### src/rtl/song_pkg.sv
// Shared definitions for the song sequencer: FSM state encoding, default field
// widths, reserved note codes and the busy-state decode.
package song_pkg;

  localparam int SONG_NOTE_W = 7;
  localparam int SONG_DUR_W  = 3;

  typedef enum logic [2:0] {
    IDLE  = 3'd0,
    FETCH = 3'd1,
    LOAD  = 3'd2,
    PLAY  = 3'd3,
    GAP   = 3'd4,
    PAUSE = 3'd5,
    DONE  = 3'd6
  } state_e;

  localparam logic [SONG_NOTE_W-1:0] NOTE_REST = {SONG_NOTE_W{1'b0}};
  localparam logic [SONG_NOTE_W-1:0] NOTE_END  = {SONG_NOTE_W{1'b1}};

  // States in which the sequencer owns the ROM and the tone output
  function automatic logic is_busy_state(input state_e s);
    case (s)
      FETCH, LOAD, PLAY, GAP, PAUSE: is_busy_state = 1'b1;
      default:                       is_busy_state = 1'b0;
    endcase
  endfunction

endpackage

### src/rtl/song_beat_tick_gen.sv
// Beat prescaler: emits a one-cycle tick every max(tempo_div,1) enabled cycles.
// Holding en low freezes the count; clr restarts it from zero.
module beat_tick_gen #(
  parameter int TEMPO_W = 32
) (
  input  logic               clk,
  input  logic               reset_n,
  input  logic               en,
  input  logic               clr,
  input  logic [TEMPO_W-1:0] tempo_div,
  output logic               tick
);

  logic [TEMPO_W-1:0] cnt_r;
  logic [TEMPO_W-1:0] last_s;
  logic               hit_s;

  // Compare against the live divider so tempo changes apply at the next compare
  always_comb begin
    if (tempo_div == {TEMPO_W{1'b0}}) begin
      last_s = {TEMPO_W{1'b0}};
    end else begin
      last_s = tempo_div - TEMPO_W'(1'b1);
    end
    // >= so a divider shrunk below the running count ticks at once
    hit_s = (cnt_r >= last_s);
    tick  = en & hit_s;
  end

  // Prescaler count register
  always_ff @(posedge clk or negedge reset_n) begin
    if (!reset_n) begin
      cnt_r <= {TEMPO_W{1'b0}};
    end else if (clr) begin
      cnt_r <= {TEMPO_W{1'b0}};
    end else if (en) begin
      if (hit_s) begin
        cnt_r <= {TEMPO_W{1'b0}};
      end else begin
        cnt_r <= cnt_r + TEMPO_W'(1'b1);
      end
    end
  end

endmodule

### src/rtl/song_sequencer.sv
// Note-ROM playback controller with play/pause/stop, beat timing and inter-note gap.
// Define SONG_LOOP_EN to restart from address 0 at end of song instead of halting.
module song_sequencer
  import song_pkg::*;
#(
  parameter int NOTE_W  = SONG_NOTE_W,
  parameter int DUR_W   = SONG_DUR_W,
  parameter int ADDR_W  = 6,
  parameter int TEMPO_W = 32,
  parameter int GAP_CYC = 1024
) (
  input  logic                    clk,
  input  logic                    reset_n,
  input  logic                    play,
  input  logic                    pause,
  input  logic                    stop,
  input  logic [TEMPO_W-1:0]      tempo_div,
  output logic [ADDR_W-1:0]       rom_addr,
  input  logic [NOTE_W+DUR_W-1:0] rom_data,
  output logic [NOTE_W-1:0]       note,
  output logic                    busy,
  output logic                    done
);

  localparam int                GAP_W     = (GAP_CYC > 1) ? $clog2(GAP_CYC) : 1;
  localparam logic [GAP_W-1:0]  GAP_LAST  = GAP_W'(GAP_CYC - 1);
  localparam logic [ADDR_W-1:0] ADDR_LAST = {ADDR_W{1'b1}};
  localparam logic [NOTE_W-1:0] END_CODE  = {NOTE_W{NOTE_END[0]}};
  localparam logic [NOTE_W-1:0] REST_CODE = {NOTE_W{NOTE_REST[0]}};

  state_e              state_r, state_s;
  state_e              saved_r, saved_s;
  logic [ADDR_W-1:0]   addr_r, addr_s;
  logic [NOTE_W-1:0]   note_r, note_s;
  logic [NOTE_W-1:0]   cur_note_r, cur_note_s;
  logic [DUR_W-1:0]    beat_r, beat_s;
  logic [GAP_W-1:0]    gap_r, gap_s;
  logic                busy_r;
  logic                done_r, done_s;
  logic                advance_s, finish_s;
  logic                tick_s, tick_en_s, tick_clr_s;
  logic [NOTE_W-1:0]   note_field_s;
  logic [DUR_W-1:0]    dur_field_s;

  assign note_field_s = rom_data[NOTE_W+DUR_W-1:DUR_W];
  assign dur_field_s  = rom_data[DUR_W-1:0];

  // The prescaler only runs in an uninterrupted PLAY cycle
  assign tick_en_s  = (state_r == PLAY) && !stop && !pause;
  assign tick_clr_s = stop || (state_r == LOAD);

  beat_tick_gen #(
    .TEMPO_W (TEMPO_W)
  ) u_beat_tick_gen (
    .clk       (clk),
    .reset_n   (reset_n),
    .en        (tick_en_s),
    .clr       (tick_clr_s),
    .tempo_div (tempo_div),
    .tick      (tick_s)
  );

  // Next-state, address, note and counter logic; stop outranks pause outranks play
  always_comb begin
    state_s    = state_r;
    saved_s    = saved_r;
    addr_s     = addr_r;
    note_s     = note_r;
    cur_note_s = cur_note_r;
    beat_s     = beat_r;
    gap_s      = gap_r;
    done_s     = 1'b0;
    advance_s  = 1'b0;
    finish_s   = 1'b0;
    if (stop) begin
      state_s = IDLE;
      addr_s  = {ADDR_W{1'b0}};
      note_s  = REST_CODE;
      beat_s  = {DUR_W{1'b0}};
      gap_s   = {GAP_W{1'b0}};
    end else begin
      case (state_r)
        IDLE: begin
          if (play) begin
            state_s = FETCH;
          end else begin
            state_s = IDLE;
          end
        end
        FETCH: state_s = LOAD;
        LOAD: begin
          if (note_field_s == END_CODE) begin
            finish_s = 1'b1;
          end else begin
            cur_note_s = note_field_s;
            note_s     = note_field_s;
            beat_s     = dur_field_s;
            state_s    = PLAY;
          end
        end
        PLAY: begin
          if (pause) begin
            saved_s = PLAY;
            state_s = PAUSE;
            note_s  = REST_CODE;
          end else if (!tick_s) begin
            beat_s = beat_r;
          end else if (beat_r != {DUR_W{1'b0}}) begin
            beat_s = beat_r - DUR_W'(1'b1);
          end else begin
            note_s = REST_CODE;
            gap_s  = {GAP_W{1'b0}};
            if (GAP_CYC == 0) begin
              advance_s = 1'b1;
            end else begin
              state_s = GAP;
            end
          end
        end
        GAP: begin
          if (pause) begin
            saved_s = GAP;
            state_s = PAUSE;
          end else if (gap_r == GAP_LAST) begin
            advance_s = 1'b1;
          end else begin
            gap_s = gap_r + GAP_W'(1'b1);
          end
        end
        PAUSE: begin
          if (pause) begin
            state_s = PAUSE;
          end else if (play) begin
            state_s = saved_r;
            if (saved_r == PLAY) begin
              note_s = cur_note_r;
            end else begin
              note_s = REST_CODE;
            end
          end else begin
            state_s = PAUSE;
          end
        end
        DONE: begin
          note_s = REST_CODE;
          addr_s = {ADDR_W{1'b0}};
          if (play) begin
            state_s = FETCH;
          end else begin
            state_s = DONE;
          end
        end
        default: begin
          state_s = IDLE;
          addr_s  = {ADDR_W{1'b0}};
          note_s  = REST_CODE;
        end
      endcase
      // Completing the last addressable note counts as reaching the end marker
      if (finish_s || (advance_s && (addr_r == ADDR_LAST))) begin
        done_s = 1'b1;
        addr_s = {ADDR_W{1'b0}};
        note_s = REST_CODE;
`ifdef SONG_LOOP_EN
        state_s = FETCH;
`else
        state_s = DONE;
`endif
      end else if (advance_s) begin
        addr_s  = addr_r + ADDR_W'(1'b1);
        state_s = FETCH;
      end else begin
        done_s = 1'b0;
      end
    end
  end

  // State and output registers
  always_ff @(posedge clk or negedge reset_n) begin
    if (!reset_n) begin
      state_r    <= IDLE;
      saved_r    <= IDLE;
      addr_r     <= {ADDR_W{1'b0}};
      note_r     <= REST_CODE;
      cur_note_r <= REST_CODE;
      beat_r     <= {DUR_W{1'b0}};
      gap_r      <= {GAP_W{1'b0}};
      busy_r     <= 1'b0;
      done_r     <= 1'b0;
    end else begin
      state_r    <= state_s;
      saved_r    <= saved_s;
      addr_r     <= addr_s;
      note_r     <= note_s;
      cur_note_r <= cur_note_s;
      beat_r     <= beat_s;
      gap_r      <= gap_s;
      busy_r     <= is_busy_state(state_s);
      done_r     <= done_s;
    end
  end

  assign rom_addr = addr_r;
  assign note     = note_r;
  assign busy     = busy_r;
  assign done     = done_r;

endmodule

### config.mk
export PLATFORM = sky130hd
export DESIGN_NAME = song_sequencer
export DESIGN_NICKNAME = d
export VERILOG_FILES = /design/src/rtl/song_pkg.sv /design/src/rtl/song_beat_tick_gen.sv /design/src/rtl/song_sequencer.sv
export SDC_FILE = /design/constraint.sdc
export NUM_CORES = 1
export LEC_CHECK = 0
export CAP_MARGIN = 40
export CORE_MARGIN = 2
export CORE_UTILIZATION = 45
export CTS_BUF_LIST = sky130_fd_sc_hd__clkbuf_8 sky130_fd_sc_hd__clkbuf_16
export DETAILED_ROUTE_END_ITERATION = 16
export GPL_TIMING_DRIVEN = 0
export PLACE_DENSITY = 0.66
export SETUP_SLACK_MARGIN = 0.1
export SYNTH_ARGS = -nofsm -noshare
export SYNTH_HDL_FRONTEND = slang
export SYNTH_SLANG_ARGS = --single-unit
### constraint.sdc
create_clock -name clk -period 7 [get_ports clk]
set_input_delay 1.05 -clock clk [delete_from_list [all_inputs] [get_ports clk]]
set_output_delay 1.05 -clock clk [all_outputs]
set_load 0.02 [all_outputs]
Yosys cells after proc, flatten, opt, wreduce, memory -nomap -nowiden
Index checks and enable logic that the tools add are counted.
- logic and storage cells: 129
- bits in read-only memories: 0
- input bits: 47
- memory bits (writable): 0
- bits in registers: 73
- memories: 0
- bits in latches: 0
- output and inout port bits: 15
- add/sub/neg operators: 5
- magnitude comparators: 1
- $mul: 0
- equal/unequal tests: 31
- divide/modulo/power cells: 0
- reductions and logical operators: 22
- bitwise gates (word level): 3
- multiplexer cells: 57
- shift-type cells: 0
- operators by type and width (cell ; count):
    $mux W32 ; 4
    $mux W7 ; 9
    $mux W10 ; 6
    $mux W3 ; 18
    $add A32 B1 Y32 const B ; 1
    $ge A32 B32 Y1 ; 1
    $logic_not A32 Y1 ; 1
    $sub A32 B1 Y32 const B ; 1
    $pmux W7 S4 ; 1
    $mux W6 ; 4
    $pmux W3 S7 ; 1
    $pmux W10 S2 ; 1
    $ne A3 B3 Y1 const B ; 6
    $eq A3 B2 Y1 const B ; 5
    $eq A3 B3 Y1 const B ; 5
    $pmux W3 S2 ; 2
    $reduce_and A6 Y1 ; 2
    $mux W1 ; 11
    $add A10 B1 Y10 const B ; 1
    $eq A10 B10 Y1 const B ; 1
    $ne A5 B4 Y1 const B ; 2
    $reduce_bool A3 Y1 ; 3
    $ne A4 B4 Y1 const B ; 2
    $eq A7 B7 Y1 const B ; 1
    other kinds (22) ; 30

Depth between registers and ports, before layout
Gate-level depths: netlist of run 1.
- word-level depth: 13
- mapped depth: 16
- depth with buffers taken out: 15

Modules after synthesis
Synthesis of run 1 repeated with hierarchy kept, for this count alone.
- cell total of the unflattened synthesis: 667
- area total of the unflattened synthesis: 5524.0 sq um
- by module, submodules not included (module ; times used ; area each (sq um) ; cells each ; sequential area each (sq um)):
    beat_tick_gen ; 1 ; 3238.1 ; 414 ; 800.8
    song_sequencer ; 1 ; 2285.9 ; 253 ; 1001.0

Worst setup path before layout of run 1
OpenSTA, ideal clock, no wires.
- path type: input to register
- start point: input tempo_div[7]
- end point: register note_r[0] (netlist: note[0])
- required time: 6.875 ns
- library setup time: 0.125 ns
- stages on the path: 15
- buffers on the path: 2
- slack: 1.943 ns
- arrival: 4.933 ns
- path through: or4_1 > nor4_2 > nand2b_1 > or3_1 > clkbuf_1 > buf_2 > and2_1 > ha_1 > nand2b_1 > a2111oi_0 > or4b_1 > a31oi_2 > o211ai_2 > a21oi_4 > mux2_2
- word-level cells in the longest chain between the ends: 6
- elaborated cells between the ends (all ways): 7
- those cells by class: add/sub (1); order compare (1); eq/ne (1); mux (1); bitwise (1); reduce/logical (2)
- ends and longest elaborated chain (element ; RTL line ; RTL):
    start, declared ; song_sequencer.sv:17 ; input logic [TEMPO_W-1:0] tempo_div,
    $sub A32 B1 Y32 / $logic_not A32 Y1 (equally long branches) ; song_beat_tick_gen.sv:23, song_beat_tick_gen.sv:20 ;
    $mux W32 * ; song_beat_tick_gen.sv:20 ; if (tempo_div == {TEMPO_W{1'b0}}) begin
    $ge A32 B32 Y1 * ; song_beat_tick_gen.sv:26 ; hit_s = (cnt_r >= last_s);
    $and A1 B1 Y1 * ; song_beat_tick_gen.sv:27 ; tick = en & hit_s;
    $ne A5 B4 Y1 (no source line) * ; n/a ;
    $reduce_and A6 Y1 (no source line) * ; n/a ;
    end signal, assigned ; song_sequencer.sv:194 ; note_r <= note_s;
    end, declared ; song_sequencer.sv:34 ; logic [NOTE_W-1:0] note_r, note_s;
Mark *: on every way between the ends. The rest lies on a longest branch, timed or not.
A chain may end at the register's enable or synchronous reset.

Final worst setup path of run 1
- start point: input tempo_div[19]
- end point: register note_r[2] (netlist: note[2])
The elaborated chain is that of the path after synthesis.

==> results of run 1 <==
## per-stage QoR
stage	std cells	utilization, %	area (um2)
after CTS	878	55.0	6550
final	878	55.0	6550
after global placement	861	52.2	6210
after floorplan	654	-	5430
after global routing	878	55.0	6550
after detailed placement	862	52.3	6230
## placed cells by master (no fill, tap or decap), types with 3 or more instances in the layout
cell type / n
xor2_1: 25
a211oi_1: 8
nor2_1: 60
nand3_1: 30
inv_1: 18
mux2i_1: 9
nor3_1: 25
a21oi_1: 35
nor4_1: 9
o31ai_1: 6
nand2b_1: 12
buf_2: 6
and3_1: 15
mux2_2: 14
a22oi_1: 8
nor3b_1: 4
a22o_1: 4
and2_1: 4
nand4_1: 16
clkbuf_16: 9
clkdlybuf4s50_1: 59
or3_1: 6
a21o_1: 4
a31oi_1: 10
xnor2_1: 10
nand2_1: 96
o21ai_0: 44
and4_1: 3
ha_1: 39
dfrtp_1: 72
clkbuf_1: 16
## metal layers
layer / wire length (um) / part of all wire, % / global-route usage [%]
met3: 567 / 4.3 / 2.71
met1: 6230 / 47 / 28.3
met5: 0 / 0 / 0
met2: 6380 / 48 / 36.7
met4: 133 / 1.0 / 6.18
## synthesized netlist by cell type, types with 3 or more instances
library cell | n | area, um2
ha_1 | 39 | 488
and3_1 | 15 | 93.8
nor3_1 | 25 | 125
a21o_1 | 4 | 30.0
and4_1 | 3 | 26.3
o21ai_0 | 44 | 220
a31oi_1 | 10 | 62.6
or3_1 | 6 | 37.5
a21oi_1 | 35 | 175
a22oi_1 | 8 | 60.1
a22o_1 | 4 | 35.0
xnor2_1 | 10 | 87.6
xor2_1 | 25 | 219
mux2_2 | 14 | 158
nor2_1 | 60 | 225
nor3b_1 | 4 | 30.0
clkbuf_1 | 16 | 60.1
buf_2 | 6 | 30.0
nand3_1 | 30 | 150
and2_1 | 4 | 25.0
nand2_1 | 96 | 360
mux2i_1 | 9 | 90.1
nand4_1 | 16 | 100
a211oi_1 | 8 | 60.1
nand2b_1 | 12 | 75.1
dfrtp_1 | 72 | 1800
nor4_1 | 9 | 56.3
o31ai_1 | 6 | 45.0
inv_1 | 18 | 67.6
## sequential cells by signal, indices dropped and copies added (netlist names)
| signal | flops |
|---|---|
| gap_r | 10 |
| cur_note_r | 7 |
| state_r | 3 |
| note | 7 |
| beat_r | 3 |
| u_beat_tick_gen.cnt_r | 32 |
| saved_r | 2 |
| busy | 1 |
| rom_addr | 6 |
| done | 1 |
## critical path, delay by kind of cell
family | cells | cell delay, ps
fa+ha+maj | 1 | 160
mux | 1 | 380
simple gates | 8 | 2750
buf+inv | 3 | 850
compound gates | 3 | 1000
## area by class of cell
cell class              instances  area share (%)
plain buffers                  25            1.83
clock buffers                   9            3.44
clock inverters                 7            1.45
inverters                      18            1.03
multi-input cells             539            52.5
flip-flops and latches         72            27.5
well taps                     147            2.81
repair buffers                 61            9.43
## worst paths after layout
check | start | to | slack [ps] | cells after the start
min in group asynchronous | reset_n | gap_r[6]$_DFFE_PN0P_ | 670 | 1
max in group asynchronous | reset_n | cur_note_r[4]$_DFFE_PN0P_ | 5770 | 2
max reg2reg | u_beat_tick_gen.cnt_r[13]$_DFFE_PN0P_ | note[2]$_DFFE_PN0P_ | 3770 | 8
max | tempo_div[19] | note[2]$_DFFE_PN0P_ | 1040 | 16
min | gap_r[2]$_DFFE_PN0P_ | gap_r[2]$_DFFE_PN0P_ | 490 | 1
min reg2reg | gap_r[2]$_DFFE_PN0P_ | gap_r[2]$_DFFE_PN0P_ | 490 | 1
## power groups by stage
stage / logic [W] / clock network, W / registers [W]
final: 0.000238 / 0.000492 / 0.000461
after global routing: 0.000265 / 0.000523 / 0.000464
after CTS: 0.000238 / 0.000499 / 0.000461
after detailed placement: 0.000237 / 0 / 0.000469
after global placement: 0.000229 / 0 / 0.000468
after floorplan: 0.000141 / 0 / 0.000471
## kinds of logic after synthesis
| family | share of synthesized area [%] |
|---|---|
| flops | 33.2 |
| mux | 4.56 |
| fa+ha+maj | 8.99 |
| simple gates | 26.9 |
| compound gates | 17.3 |
| xor+xnor | 5.65 |
| buf+inv | 3.46 |
==> impl_metrics.py, run 1 <==
metrics = {
    "yosys": {
        "synthFlopType": "dfrtp_1",
        "async_flop_share_pct": 100,
        "yosysSeqAreaShare_pct": 33.2,
        "syn_area_um2": 5430,
        "ys_types": 66,
        "synth_nets": 740,
        "syn_avg_cell_area_um2": 8.30,
        "synth_edf_count": 0,
        "syn_inst": 654,
        "synth_seq_cells": 72,
        "yosys_warnings": 0,
    },
    "placed_design": {
        "routabilityCongestion": 0.892,
        "dp_slack_ps": 684,
        "dp.final_hpwl_um": 10400,
        "port_buffers": 60,
    },
    "global_routing": {
        "grt_pass1_vias": 4873,
        "grt_usage_pct": 21.4,
        "grt_max_degree": 41,
        "grt_pass1_wl_um": 22800,
        "grt-ovfl-total": 0,
        "antenna_found_initial": 0,
    },
    "power": {
        "switching_power_w": 0.000325,
        "clkPwrFrac_pct": 41.3,
        "ir_drop_mv": 0.103,
        "p_seq_share_pct": 38.7,
        "combPwrFrac_pct": 20.0,
        "cellPowerDensity_nw_per_um2": 182,
        "power.internal_w": 0.000866,
        "p_total_w": 0.00119,
        "swShare_pct": 27.3,
        "leakage_nw": 2.84,
    },
    "worst_setup_path": {
        "worstSetupStartpointType": "primary input",
        "path_max_fanout": 10,
        "worstSetupPathType": "in -> reg",
        "endpoint_kind": "register",
        "worstPathCellList": "clkdlybuf4s50_1 -> or3_1 -> nor4_1 -> nand3b_1 -> or3_1 -> clkbuf_1 -> clkbuf_1 -> nand2_1 -> ha_1 -> nand4_1 -> nor3_1 -> or4b_1 -> a31oi_2 -> o211ai_2 -> a21oi_4 -> mux2_2",
        "crit_required_ps": 7210,
        "cpMaxStageDelayCell": "nor4_1",
        "cpPeakStageDelay_ps": 640,
        "worst_ep_arrival_time_ps": 6180,
    },
    "outcome": {
        "status": "finished clean",
    },
    "cells_and_area": {
        "multiInputGateArea_um2": 3440,
        "antenna_cells": 0,
        "nNetsFinal": 812,
        "fillers": 1141,
        "areaGrowthSynthToFinish_pct": 20.7,
        "ff_latch_area_um2": 1800,
        "drive_gt1_share_pct": 7.39,
    },
    "cts": {
        "cts_made_buffers": 9,
        "clock-sinks": 72,
        "cts_tree": "yes",
        "clock_path_buffers": 2,
        "cts_resized": 0,
        "cts.htree.levels": 3,
        "postCtsSetupBuffers": 0,
        "cts_hold_buf": 0,
        "worstSkewPairLatency_ps": 330,
        "clkSlewWorstSetupHoldPaths_ps": 60,
        "root_buffer": "clkbuf_16",
    },
    "timing": {
        "slew_headroom_pct": 33.8,
        "period_share_pct": 85.2,
        "min_period_ps": 5960,
        "setup_viol_count_final": 0,
        "slew_violations": 0,
        "fmax_mhz": 168,
        "worst_pin_slew_ps": 986,
        "timing.clock.skew_ps": 8.42,
        "rsz0062_at_grt": "no",
        "hold_violations": 0,
        "hold_ws_ps": 494,
        "setup_ws_ps": 1040,
        "tns_ps": 0,
    },
    "detailed_routing": {
        "dr.pass1.iters": 5,
        "wire_per_inst_um": 15.2,
        "ant_nets": 0,
        "drtIter0Drc": 539,
        "vias_per_cell": 5.75,
        "drc_errors": 0,
        "dr_total_vias": 5049,
        "drt-total-wl_um": 13300,
    },
    "run": {
        "drv_cap": 0,
    },
    "floorplanning": {
        "start_util_pct": 45.6,
        "die_area_um2": 13000,
        "die_h_um": 114,
        "num_rows": 40,
        "io_pins": 62,
        "dieWidth_um": 114,
        "core_um2": 11900,
    },
    "min_path": {
        "hold_class": "reg -> reg",
    },
}
Note: power is estimated with default switching activity, not from simulation.
==> run 2: changes to the inputs <==
Settings changed: PLACE_DENSITY 0.66 to unset, PLACE_DENSITY_LB_ADDON set to 0.08.
==> impl_metrics.py, run 2 (synthesis results as in run 1) <==
metrics = {
    "timing": {
        "timing.clock.skew_ps": 5.99,
        "worst_pin_slew_ps": 976,
        "rsz0062_at_grt": "no",
        "hold_ws_ps": 493,
        "fmax_mhz": 170,
        "period_share_pct": 84.2,
        "slew_headroom_pct": 34.4,
        "hold_violations": 0,
        "slew_violations": 0,
        "setup_viol_count_final": 0,
        "min_period_ps": 5890,
        "tns_ps": 0,
    },
    "detailed_routing": {
        "vias_per_cell": 5.74,
        "drt-total-wl_um": 13200,
        "ant_nets": 0,
        "dr_total_vias": 5044,
        "drtIter0Drc": 391,
        "drc_errors": 0,
        "dr.pass1.iters": 5,
        "wire_per_inst_um": 15.1,
    },
    "min_path": {
        "hold_class": "reg -> reg",
    },
    "cts": {
        "postCtsSetupBuffers": 0,
        "worstSkewPairLatency_ps": 330,
        "cts_made_buffers": 9,
        "cts_tree": "yes",
        "clkSlewWorstSetupHoldPaths_ps": 60,
        "root_buffer": "clkbuf_16",
        "clock_path_buffers": 2,
        "clock-sinks": 72,
        "cts_resized": 0,
        "cts.htree.levels": 3,
        "cts_hold_buf": 0,
    },
    "floorplanning": {
        "num_rows": 40,
        "die_area_um2": 13000,
        "io_pins": 62,
        "start_util_pct": 45.6,
        "core_um2": 11900,
        "dieWidth_um": 114,
        "die_h_um": 114,
    },
    "worst_setup_path": {
        "worst_ep_arrival_time_ps": 6110,
        "endpoint_kind": "register",
        "path_max_fanout": 10,
        "crit_required_ps": 7220,
        "worstSetupPathType": "in -> reg",
        "worstSetupStartpointType": "primary input",
    },
    "power": {
        "leakage_nw": 2.83,
        "cellPowerDensity_nw_per_um2": 176,
        "ir_drop_mv": 0.126,
    },
    "cells_and_area": {
        "antenna_cells": 0,
        "drive_gt1_share_pct": 7.25,
        "reg_top3": "u_beat_tick_gen.cnt_r (32), gap_r (10)",
        "nNetsFinal": 812,
        "fillers": 1126,
        "largest_reg_flops": 32,
        "layout_commonest_cell": "nand2_1",
        "areaGrowthSynthToFinish_pct": 20.1,
        "regMostFlops": "u_beat_tick_gen.cnt_r",
        "finalInstanceArea_um2": 6520,
        "final_cell_mix": "nand2_1 (96), dfrtp_1 (72), nor2_1 (60)",
    },
    "global_routing": {
        "grt_usage_pct": 21.4,
        "grt_pass1_wl_um": 22600,
        "grt_pass1_vias": 4903,
        "grt-ovfl-total": 0,
        "antenna_found_initial": 0,
        "grt_max_degree": 43,
    },
    "placed_design": {
        "port_buffers": 60,
        "place_area_um2": 6230,
        "routabilityCongestion": 0.881,
        "dp.final_hpwl_um": 10300,
    },
    "outcome": {
        "status": "finished clean",
    },
    "run": {
        "drv_cap": 0,
    },
}
run 2: cell types whose count changed in the layout (fill, tap and decap cells not counted), sizes merged:
cell      delta
bufinv       -1
clkinvlp     +1
run 2: final cells by class:
type,count,area (um2),area share (%)
plain buffers,25,120,1.84
clock buffers,9,225,3.45
clock inverters,7,63.8,0.979
inverters,18,67.6,1.04
multi-input cells,539,3440,52.8
flip-flops and latches,72,1800,27.6
well taps,147,184,2.82
repair buffers,61,618,9.48
run 2: worst paths after layout:
check                                                           start                        end  slack (ps)  cells past startpoint
worst max-delay path                                    tempo_div[19]        note[2]$_DFFE_PN0P_        1110                     16
worst min-delay path                             gap_r[2]$_DFFE_PN0P_       gap_r[2]$_DFFE_PN0P_         490                      1
worst max register to register  u_beat_tick_gen.cnt_r[13]$_DFFE_PN0P_        note[2]$_DFFE_PN0P_        3820                      8
worst min register to register                   gap_r[2]$_DFFE_PN0P_       gap_r[2]$_DFFE_PN0P_         490                      1
max in group asynchronous                                     reset_n  cur_note_r[4]$_DFFE_PN0P_        5780                      2
min in group asynchronous                                     reset_n       gap_r[7]$_DFFE_PN0P_         650                      1
run 2: critical path: stages:
cell	delay [ps]
clkdlybuf4s50_1	450
or3_1	420
nor4_1	640
nand3b_1	250
or3_1	350
clkbuf_1	150
clkbuf_1	240
nand2_1	120
ha_1	160
nand4_1	120
nor3_1	300
or4b_1	490
a31oi_2	420
o211ai_2	210
a21oi_4	360
mux2_2	370
run 2: power by group:
group | total [W] | internal (W) | leakage, nW | switching [W]
clock | 0.000448 | 0.000272 | 0.142 | 0.000176
combinational | 0.000238 | 0.000106 | 1.71 | 0.000131
sequential | 0.000462 | 0.000447 | 0.976 | 0.0000154
run 2: per-layer routing:
layer / wire length, um / GRT usage (%) / up-vias
met5: 0 / 0 / -
met1: 6090 / 27.5 / 2343
met3: 488 / 3.19 / 32
met4: 346 / 8.13 / 0
li1: - / - / 2536
met2: 6320 / 36.6 / 133
run 2: through the flow:
stage	util [%]	instances	power [W]	worst slack [ps]
3_3_place_gp	52.2	861	0.000698	702
6_report	54.7	878	0.00115	1110
4_1_cts	54.7	878	0.00116	1030
5_1_grt	54.7	878	0.00121	513
2_1_floorplan	-	654	0.000613	1940
3_5_place_dp	52.3	862	0.000706	672
